==> config.mk <==
export PLATFORM = sky130hd
export DESIGN_NAME = tower_mul_sched
export DESIGN_NICKNAME = d
export VERILOG_FILES = /design/src/rtl/tower_pkg.sv /design/src/rtl/tower_mul8.sv /design/src/rtl/tower_mul_sched.sv
export SDC_FILE = /design/constraint.sdc
export NUM_CORES = 1
export LEC_CHECK = 0
export ABC_CLOCK_PERIOD_IN_PS = 5040
export CAP_MARGIN = 20
export CELL_PAD_IN_SITES_DETAIL_PLACEMENT = 0
export CELL_PAD_IN_SITES_GLOBAL_PLACEMENT = 1
export CORE_ASPECT_RATIO = 1.1
export CORE_MARGIN = 10
export CORE_UTILIZATION = 25
export DETAILED_ROUTE_END_ITERATION = 8
export PLACE_DENSITY = 0.72
export SYNTH_ARGS = -nofsm -noshare
export SYNTH_HDL_FRONTEND = slang
export SYNTH_SLANG_ARGS = --single-unit
==> constraint.sdc <==
create_clock -name clk -period 5.04 [get_ports clk]
set_input_delay 1.008 -clock clk [delete_from_list [all_inputs] [get_ports clk]]
set_output_delay 1.008 -clock clk [all_outputs]
set_load 0.01 [all_outputs]
==> src/rtl/tower_pkg.sv <==
// Shared GF(2^8) binary-tower types and constants used by the multiplier
// and by the multiplier scheduler.
package tower_pkg;

  localparam int GF8_W = 8;

  typedef logic [GF8_W-1:0] gf8_t;

  localparam gf8_t GF8_ZERO = 8'h00;
  localparam gf8_t GF8_ONE  = 8'h01;

endpackage

==> src/rtl/tower_mul8.sv <==
// Purely combinational GF(2^8) binary-tower multiplier (Karatsuba at each level).
// Tower: X0^2 = X0 + 1, X1^2 = X1*X0 + 1, X2^2 = X2*X1 + 1; bit 0 is basis element 1.
module tower_mul8
  import tower_pkg::*;
(
  input  gf8_t a,
  input  gf8_t b,
  output gf8_t p
);

  // GF(4): lo = a0b0 + a1b1, hi = cross + a1b1 collapses to (a0+a1)(b0+b1) + a0b0.
  function automatic logic [1:0] mul2(input logic [1:0] x, input logic [1:0] y);
    logic [1:0] r;
    r[0] = (x[0] & y[0]) ^ (x[1] & y[1]);
    r[1] = ((x[0] ^ x[1]) & (y[0] ^ y[1])) ^ (x[0] & y[0]);
    return r;
  endfunction

  // Multiply a GF(4) element by its generator X0.
  function automatic logic [1:0] mulx2(input logic [1:0] c);
    return {c[0] ^ c[1], c[1]};
  endfunction

  function automatic logic [3:0] mul4(input logic [3:0] x, input logic [3:0] y);
    logic [1:0] p0;
    logic [1:0] p1;
    logic [1:0] pm;
    p0 = mul2(x[1:0], y[1:0]);
    p1 = mul2(x[3:2], y[3:2]);
    pm = mul2(x[1:0] ^ x[3:2], y[1:0] ^ y[3:2]);
    return {pm ^ p0 ^ p1 ^ mulx2(p1), p0 ^ p1};
  endfunction

  // Multiply a GF(16) element by its generator X1.
  function automatic logic [3:0] mulx4(input logic [3:0] c);
    return {c[1:0] ^ mulx2(c[3:2]), c[3:2]};
  endfunction

  logic [3:0] p_lo;
  logic [3:0] p_hi;
  logic [3:0] p_mid;

  always_comb begin
    p_lo  = mul4(a[3:0], b[3:0]);
    p_hi  = mul4(a[7:4], b[7:4]);
    p_mid = mul4(a[3:0] ^ a[7:4], b[3:0] ^ b[7:4]);
    p     = {p_mid ^ p_lo ^ p_hi ^ mulx4(p_hi), p_lo ^ p_hi};
  end

endmodule

==> src/rtl/tower_mul_sched.sv <==
// Round-robin scheduler sharing one tower_mul8 among N_REQ requesters; products
// are queued with the requester index in a 2-entry response FIFO.
module tower_mul_sched
  import tower_pkg::*;
#(
  parameter int N_REQ = 4,
  parameter int ID_W  = 2
) (
  input  logic                 clk,
  input  logic                 rst,
  input  logic [N_REQ-1:0]     req_valid,
  input  logic [8*N_REQ-1:0]   req_a,
  input  logic [8*N_REQ-1:0]   req_b,
  output logic [N_REQ-1:0]     req_ready,
  output logic                 rsp_valid,
  input  logic                 rsp_ready,
  output gf8_t                 rsp_data,
  output logic [ID_W-1:0]      rsp_id
);

  // Handshakes: a beat transfers on a rising edge where valid and ready are both
  // high; ready never depends on the same-cycle ready of the downstream side.

  logic [ID_W-1:0] ptr;
  logic [1:0]      fifo_count;
  gf8_t            slot_data [2];
  logic [ID_W-1:0] slot_id   [2];

  logic            grant_found;
  logic [ID_W-1:0] grant_idx;
  gf8_t            grant_a;
  gf8_t            grant_b;
  gf8_t            product;
  logic            admit;
  logic            push;
  logic            pop;

  // Two passes: first the indices at or above ptr, then wrap to the bottom.
  always_comb begin
    grant_found = 1'b0;
    grant_idx   = '0;
    for (int i = 0; i < N_REQ; i++) begin
      if (!grant_found && req_valid[i] && (ptr <= ID_W'(i))) begin
        grant_found = 1'b1;
        grant_idx   = ID_W'(i);
      end
    end
    for (int i = 0; i < N_REQ; i++) begin
      if (!grant_found && req_valid[i]) begin
        grant_found = 1'b1;
        grant_idx   = ID_W'(i);
      end
    end
  end

  assign admit = (fifo_count != 2'd2) && !rst;
  assign push  = grant_found && admit;
  assign pop   = rsp_valid && rsp_ready;

  always_comb begin
    req_ready = '0;
    for (int i = 0; i < N_REQ; i++) begin
      req_ready[i] = push && (grant_idx == ID_W'(i));
    end
  end

  always_comb begin
    grant_a = GF8_ZERO;
    grant_b = GF8_ZERO;
    for (int i = 0; i < N_REQ; i++) begin
      if (grant_idx == ID_W'(i)) begin
        grant_a = req_a[8*i +: 8];
        grant_b = req_b[8*i +: 8];
      end
    end
  end

  tower_mul8 u_mul (
    .a (grant_a),
    .b (grant_b),
    .p (product)
  );

  always_ff @(posedge clk) begin
    if (rst) begin
      ptr <= '0;
    end else if (push) begin
      ptr <= (grant_idx == ID_W'(N_REQ - 1)) ? '0 : grant_idx + ID_W'(1);
    end
  end

  // Slot 0 is always the head, so the output is a plain register read.
  always_ff @(posedge clk) begin
    if (rst) begin
      fifo_count   <= 2'd0;
      slot_data[0] <= GF8_ZERO;
      slot_data[1] <= GF8_ZERO;
      slot_id[0]   <= '0;
      slot_id[1]   <= '0;
    end else begin
      case ({push, pop})
        2'b10: begin
          if (fifo_count == 2'd0) begin
            slot_data[0] <= product;
            slot_id[0]   <= grant_idx;
          end else begin
            slot_data[1] <= product;
            slot_id[1]   <= grant_idx;
          end
          fifo_count <= fifo_count + 2'd1;
        end
        2'b01: begin
          slot_data[0] <= slot_data[1];
          slot_id[0]   <= slot_id[1];
          fifo_count   <= fifo_count - 2'd1;
        end
        2'b11: begin
          if (fifo_count == 2'd1) begin
            slot_data[0] <= product;
            slot_id[0]   <= grant_idx;
          end else begin
            slot_data[0] <= slot_data[1];
            slot_id[0]   <= slot_id[1];
            slot_data[1] <= product;
            slot_id[1]   <= grant_idx;
          end
        end
        default: begin
        end
      endcase
    end
  end

  assign rsp_valid = (fifo_count != 2'd0);
  assign rsp_data  = slot_data[0];
  assign rsp_id    = slot_id[0];

endmodule
Word level (Yosys, flattened, before mapping). Memory sizes are Yosys's and may differ from the RTL's. Index checks and enable logic that the tools add are counted.

Memories kept: 2. RAM bits: 20. Register bits after elaboration: 4. Output and inout port bits: 15. Logic and storage cells: 211. Input bits: 71.

Add/subtract/negate cells: 3. Bitwise logic cells: 104. Order comparisons: 4. Mux-type cells: 58. Reductions and logical operators: 30. Eq/ne operators: 8.

Memory list: slot_data (depth 2, width 8, read ports 2, clocked after Yosys merged registers in 0, write ports 2, line tower_mul_sched.sv:26) `gf8_t slot_data [2];`; slot_id (depth 2, width 2, read ports 2, clocked after Yosys merged registers in 0, write ports 2, line tower_mul_sched.sv:27) `logic [ID_W-1:0] slot_id [2];`.

Operators with widths (count): 2-to-1 mux 8 bit (14); XOR 1 bit (40); XOR 2 bit (19); 2-to-1 mux 1 bit (30); bitwise AND 1 bit (27); 2-to-1 mux 2 bit (13); XOR 4 bit (6); logical AND 1 bit (18); bitwise OR 1 bit (12); == test 2 bit (second input constant) (4); zero test 1 bit (8); == test 2 x 1 -> 1 bit (second input constant) (3); adder 2 x 1 -> 2 bit (second input constant) (2); <= comparator 2 x 1 -> 1 bit (second input constant) (2); <= comparator 2 bit (second input constant) (2); zero test 2 bit (2); case mux 2 bit (2 select lines) (1); nonzero test 2 bit (2); != test 2 bit (second input constant) (1); subtractor 2 x 1 -> 2 bit (second input constant) (1).

Longest topological paths before layout. Gate-level depths: netlist of the first run.

Word-level depth: 47. Mapped depth: 20. Gate-level depth less buffers: 16.

Cells and area by module. A second synthesis of the first run with hierarchy kept.

Cells, all modules: 305. Area, all modules: 3012.9 sq um.

By module, submodules not included: tower_mul_sched (area an instance 1920.6 sq um, times used 1, cells each 190, sequential area each 680.7 sq um); tower_mul8 (area an instance 1092.3 sq um, times used 1, cells each 115, sequential area each 0.0 sq um).

Worst setup path before layout of the first run. OpenSTA, ideal clock, no wires.

Path type: input to register. Start point: input port req_valid[2]. End point: memory slot_data[0][6] in the netlist's numbering, data pin. Required time: 4785 ps. Path buffers: 2. Path slack: 12 ps. Data arrival time: 4773 ps. Setup time: 255 ps. Stages on the path: 17. Cells stage by stage: mux2i_1 > nor2_1 > nor3_1 > inv_1 > ha_1 > or2_1 > buf_6 > buf_6 > a221o_1 > a211oi_1 > o22ai_2 > xor2_1 > xor3_1 > xnor3_2 > xnor3_1 > a21oi_1 > a31o_1.

RTL lines: from (decl) (line tower_mul_sched.sv:11) `input logic [N_REQ-1:0] req_valid,`; to (decl) (line tower_mul_sched.sv:26).

==> results of run 1 <==
-- state kept, by name, indices dropped and copies added, names as in the netlist --
signal and flops:
fifo_count 2, ptr 2, slot_id 4, slot_data 16
-- through the flow --
stage / instances / utilization / area [um^2]
floorplan: 336 / - / 2980
finish: 653 / 0.434 / 5040
global route: 653 / 0.434 / 5040
CTS: 647 / 0.415 / 4810
detailed placement: 634 / 0.390 / 4530
global placement: 634 / 0.390 / 4530
-- critical path, stage by stage --
cell and delay [ns]:
dlygate4sd2_1 0.27, a21oi_1 0.09, o21a_1 0.19, o22ai_2 0.17
inv_2 0.10, ha_4 0.20, or2_4 0.29, buf_4 0.15
a221oi_4 0.26, buf_4 0.19, nor2_4 0.05, mux2_4 0.30
a221oi_4 0.36, xor2_1 0.20, xnor3_1 0.27, xnor2_2 0.16
xnor2_1 0.20, buf_4 0.15, o21ai_1 0.06, o2bb2ai_1 0.14
-- per-layer routing --
metal,global-route usage,vias up,wire (um)
li1,-,1569,-
met1,0.130,1499,3980
met2,0.202,86,5100
met3,0.0259,7,646
met4,0.0237,0,79
met5,0,-,0
-- cell type report --
type	count	area, um^2
fill	1163	6560
timing repair buffer	185	1640
sequential	24	681
tap	150	188
clock buffer	4	78.8
multi-input combinational	279	2410
inverter	11	41.3
-- Yosys cell counts (all sizes together), types with 2 or more instances --
cell type	count	area (um^2)
a211oi	8	60.1
a21o	2	15.0
a21oi	20	104
a221o	5	50.1
a221oi	12	153
a22oi	2	15.0
a31o	2	17.5
a32o	2	20.0
and2	6	37.5
and3	2	12.5
buf	20	153
clkbuf	3	11.3
dfxtp	4	80.1
edfxtp	20	601
ha	10	125
inv	11	41.3
mux2i	3	30.0
nand2	22	85.1
nand2b	8	50.1
nand3	3	15.0
nand3b	4	30.0
nor2	42	163
nor2b	3	18.8
nor3	4	20.0
nor3b	3	22.5
o211a	5	50.1
o211ai	3	22.5
o21a	2	15.0
o21ai	9	45.0
o22a	3	26.3
o22ai	15	100
o2bb2ai	2	17.5
o32ai	2	17.5
or2	3	18.8
xnor2	38	348
xnor3	4	91.3
xor2	15	146
-- timing repair --
action	in CTS	in global routing
gates cloned	0	2
resized for setup	25	41
pin swaps	10	14
endpoints found under the setup margin	9	10
hold buffers	0	0
buffers inserted	9	4
-- worst paths after layout --
check | endpoint | slack [ns] | cells past startpoint
setup / recovery | slot_data[0][7] | 0.26 | 20
hold / removal | ptr[0] | 0.53 | 2
setup reg to reg | slot_data[0][7] | 0.80 | 21
hold reg to reg | ptr[0] | 0.53 | 2
-- cells by family after synthesis --
group,Yosys count
AO/OA/AOI/OAI,100
XOR/XNOR,58
flip-flops,24
multiplexers,4
buffers and inverters,34
AND/OR/NAND/NOR,106
adder cells (fa/ha/maj),10
==> results.md, run 1 <==
* IO Count at 86
* FP Rows at 41
* Max-slew violations at 0
* Die Area at 16700 um^2
* Mapped Area at 2980 um^2
* ANT nets after route at 0
* Clk_lat worst skew at 0.25 ns
* Final Hold Fails at 0
* Top FF cell, synth: edfxtp_1
* Arrival time at the worst endpoint at 4.78 ns
* Simple-gate share of the synthesized area at 0.177
* EDFF count, synth at 20
* Main combinational cell family by area after synthesis: compound AO/OA/AOI/OAI gates
* Die Y at approximately 130 um
* Maxcap violations at 0
* Fraction of the mapped netlist area in adder cells at 0.0420
* Hold crit path type: flop to flop
* Critical path class: input port to flop
* Largest net degree at the start of global routing at 17
* Longest Clk Path Bufs at 2
* Rel. slew slack at 0.467
* Synth warn at 0
* WHS at 0.526 ns
* Hold Crit Start: ptr[0]
* First-pass GRT wire length at 15700 um
* Core Box Area at 11600 um^2
* Number of global-route vias before repair at 3232
* Worst R2R Start: ptr[1]
* Max Fclk at 209 MHz
* DRT Pass-1 Iters at 4
* Final worst path period share at 0.949
* Post-synthesis xor/xnor area fraction at 0.204
* RSZ-0062 raised after global routing: false
* Routed WL per cell at 15.0 um
* Ys async rst share at 0
* TritonCTS Sinks at 24
* Depth of the CTS H-tree at 1
* GR Util All Layers at 0.112
* Post-DP HPWL at 8080 um
* Synthesis-to-finish area growth at 69.0%
* Pre-CTS setup slack at -0.565 ns
* Commonest non-fill, non-tap cell in the layout: buf_4
* Final setup viols at 0
* Worst Max-Slew Pin Slew at 0.800 ns
* Syn Nets at ~420
* Critical Path Fanout Max at 8
* Clk root buf: clkbuf_16
* Die Width at around 120 um
* Nets@finish at 585
* Final GP Congestion at 0.900
* Synth Area in Compound Gates at 0.264
* Crit. Startpoint: req_valid[0]
* Reg clk slew, reported paths at roughly 0.060 ns
* Syn Area/Cell at around 8.9 um^2
* Worst Setup Start Kind: input port
* #FFs+latches synth at 24
* Remaining Overflow, GRT at 0
* Worst Setup End Kind: flop
* Critical Path RT at 5.04 ns
* Setup_tns at 0 ns
* Multiplexer area fraction after synthesis at 0.0151
* Drt initial violations at 131
* Cells after Synth at ~340
* Antenna Cells at 0
* Total CTS buffers at 3
* Sequential fraction of the synthesis area at 0.228
* Initial Util at 0.257
* PortBufs at 85
* Status: finished clean
* Commonest non-fill, non-tap cells in the layout: buf_4 (93), clkdlybuf4s50_1 (81), nor2_1 (34), xnor2_1 (24), edfxtp_1 (20)
* Clk_skew at 0.00285 ns
* Synth cell types at 66
* Initial antenna violation count at 0
* Worst setup margin at 0.259 ns
* Fraction of layout cells with a size suffix above 1 at 0.342
* Vias at 3161
* CTS tree: yes
* Fin crit period at 4.78 ns
* Drc violations at 0
* Routed wire length at about 10000 um
* Vias per cell at 4.84
Power of run 1 is not shown: default switching activity piles up to over one toggle a cycle in this logic, so the estimate is an artifact.
==> inputs of run 2 (changes only) <==
- CORE_MARGIN: 10 -> 1.5
==> run 2 against run 1 <==
  * Count of clock-buffer cells in the layout fell by 1
  * Routed wire length fell by 6.9%
  * Highest routed layer unchanged
  * Largest cell class unchanged
  * Sequential share of layout area fell by 0.24 points
  * Final cell count fell by 0.61%
==> results.md, run 2 (synthesized netlist as in run 1, its figures left out) <==
* Critical Path Fanout Max at 11 (was 8)
* Layout Cells excl Fill at 649 (was 653)
* Biggest register: slot_data (unchanged)
* Worst Setup Start Kind: input port (unchanged)
* Number of global-route vias before repair at 2923 (was 3232)
* Clk root buf: clkbuf_16 (unchanged)
* Critical Path Slowest Stage Cell: clkdlybuf4s50_1 (was a221oi_4)
* Final GP Congestion at 0.844 (was 0.900)
* Initial antenna violation count at 0 (unchanged)
* Cells on worst reg2reg path at 19 (was 21)
* Rel. slew slack at 0.405 (was 0.467)
* Fin crit period at 4.84 ns (was 4.78 ns)
* CTS tree: yes (unchanged)
* Critical path class: input port to flop (unchanged)
* Worst Max-Slew Pin Slew at 0.893 ns (was 0.800 ns)
* Core Util, Final at 0.444 (was 0.434)
* Routed wire length at 9120 um (was 9800 um)
* Final Hold Fails at 0 (unchanged)
* Clk_lat worst skew at 0.25 ns (about the same)
* RSZ-0062 raised after global routing: false (unchanged)
* Largest net degree at the start of global routing at 22 (was 17)
* R2R Path End: slot_data[0][6] (was slot_data[0][7])
* Hold crit path type: flop to flop (unchanged)
* Post-DP HPWL at 7310 um (was 8080 um)
* Fraction of layout cells with a size suffix above 1 at 0.349 (was 0.342)
* DRT Pass-1 Iters at 6 (was 4)
* Final setup viols at 0 (unchanged)
* Worst Setup End Kind: flop (unchanged)
* Depth of the CTS H-tree at 1 (unchanged)
* ANT nets after route at 0 (unchanged)
* PortBufs at 85 (unchanged)
* IO Count at 86 (unchanged)
* R2r setup slk at 0.80 ns (about the same)
* Biggest regs: slot_data: 16 flops, slot_id: 4 flops (unchanged)
* Fill cell count at 1123 (was 1163)
* Final worst path period share at 0.959 (was 0.949)
* Max FFs per register at 16 (unchanged)
* Crit. Startpoint: req_valid[3] (was req_valid[0])
* TritonCTS Sinks at 24 (unchanged)
* Clk_skew at 0.00308 ns (was 0.00285 ns)
* Crit path to: slot_data[0][6] (was slot_data[0][7])
* Commonest non-fill, non-tap cell in the layout: buf_4 (unchanged)
* Max Fclk at 207 MHz (was 209 MHz)
* Max incr delay on CP at 0.50 ns (was 0.36 ns)
* Status: finished clean (unchanged)
* GR Util All Layers at 0.136 (was 0.112)
* Reg clk slew, reported paths at 0.06 ns (about the same)
* Drc violations at 0 (unchanged)
* Maxcap violations at 0 (unchanged)
* Max-slew violations at 0 (unchanged)
* Crit path cell chain: clkdlybuf4s50_1 > nor2_1 > nor3_2 > inv_1 > ha_2 > nor2b_4 > buf_12 > buf_8 > a221oi_4 > buf_4 > nor2_4 > buf_4 > nand2_1 > xnor2_2 > xnor2_4 > xnor2_2 > xnor3_2 > xnor3_1 > a21oi_1 > a31o_1 (was dlygate4sd2_1 > a21oi_1 > o21a_1 > o22ai_2 > inv_2 > ha_4 > or2_4 > buf_4 > a221oi_4 > buf_4 > nor2_4 > mux2_4 > a221oi_4 > xor2_1 > xnor3_1 > xnor2_2 > xnor2_1 > buf_4 > o21ai_1 > o2bb2ai_1)
* Die Width at 107 um (was 124 um)
* Drt initial violations at 80 (was 131)
* Worst R2R Start: ptr[1] (unchanged)
* Initial Util at 0.258 (was 0.257)
* Die Area at 12600 um^2 (was 16700 um^2)
* Commonest non-fill, non-tap cells in the layout: buf_4 (88), clkdlybuf4s50_1 (82), nor2_1 (34), nand2_1 (21) (was buf_4 (93), clkdlybuf4s50_1 (81), nor2_1 (34), xnor2_1 (24), edfxtp_1 (20))
* First-pass GRT wire length at 14000 um (was 15700 um)
* Dpl cells at 629 (was 634)
* Nets@finish at 581 (was 585)
* Arrival time at the worst endpoint at 4.85 ns (was 4.78 ns)
* Routed WL per cell at 14.1 um (was 15.0 um)
* Total CTS buffers at 3 (unchanged)
* Die Y at 118 um (was 135 um)
* Antenna Cells at 0 (unchanged)
* Remaining Overflow, GRT at 0 (unchanged)
* Critical Path RT at 5.05 ns (was 5.04 ns)
* Longest Clk Path Bufs at 2 (unchanged)
* Core Box Area at 11500 um^2 (was 11600 um^2)
* Synthesis-to-finish area growth at 72.1% (was 69.0%)
* Vias at 3094 (was 3161)
* FP Rows at 41 (unchanged)
* Vias per cell at 4.77 (was 4.84)
==> run 2: worst min path at each step <==
stage,startpoint,end,slack [ns],depth (start not counted)
2_1_floorplan,fifo_count[1],fifo_count[1],0.48,2
3_3_place_gp,fifo_count[1],fifo_count[1],0.50,2
3_5_place_dp,ptr[0],ptr[0],0.52,2
4_1_cts,ptr[0],ptr[0],0.53,2
5_1_grt,ptr[0],ptr[0],0.56,2
6_report,ptr[0],ptr[0],0.52,2
==> run 2: final cells by class <==
cell class	count	area [um^2]	area share
clock buffer	3	75.1	0.0146
sequential	24	681	0.133
multi-input combinational	279	2460	0.480
tap	150	188	0.0366
clock inverter	1	30.0	0.00586
timing repair buffer	181	1650	0.322
inverter	11	43.8	0.00854
==> run 2: timing repair <==
| item | in CTS | in global routing |
|---|---|---|
| gates resized for setup | 19 | 55 |
| gates cloned | 0 | 2 |
| pin swaps | 6 | 25 |
| endpoints found under the setup margin | 9 | 11 |
| hold buffers | 0 | 0 |
| setup buffers | 1 | 14 |
==> run 2: metrics by stage <==
stage | area [um^2] | setup TNS [ns] | hold WS (ns) | worst slack, ns
global placement | 4490 | -2.96 | 0.504 | -0.455
floorplan | 2980 | 0 | 0.484 | 0.0118
finish | 5130 | 0 | 0.523 | 0.205
CTS | 4710 | 0 | 0.530 | 0.000310
global route | 5130 | 0 | 0.561 | 0.0326
detailed placement | 4490 | -4.13 | 0.522 | -0.540
==> run 2: critical path, delay by kind of cell <==
family                   cells  cell delay, ns
XOR/XNOR                     5            1.30
AO/OA/AOI/OAI                3            0.55
adder cells (fa/ha/maj)      1            0.20
buffers and inverters        6            1.23
AND/OR/NAND/NOR              5            0.55
==> run 2: routing by layer <==
| layer | track usage | wire (um) | vias to the layer above |
|---|---|---|---|
| met5 | 0 | 0 | - |
| met4 | 0.0250 | 105 | 0 |
| met1 | 0.173 | 4020 | 1444 |
| met2 | 0.245 | 4630 | 81 |
| li1 | - | - | 1561 |
| met3 | 0.0166 | 372 | 8 |
Power of run 2 is left out for the same reason.
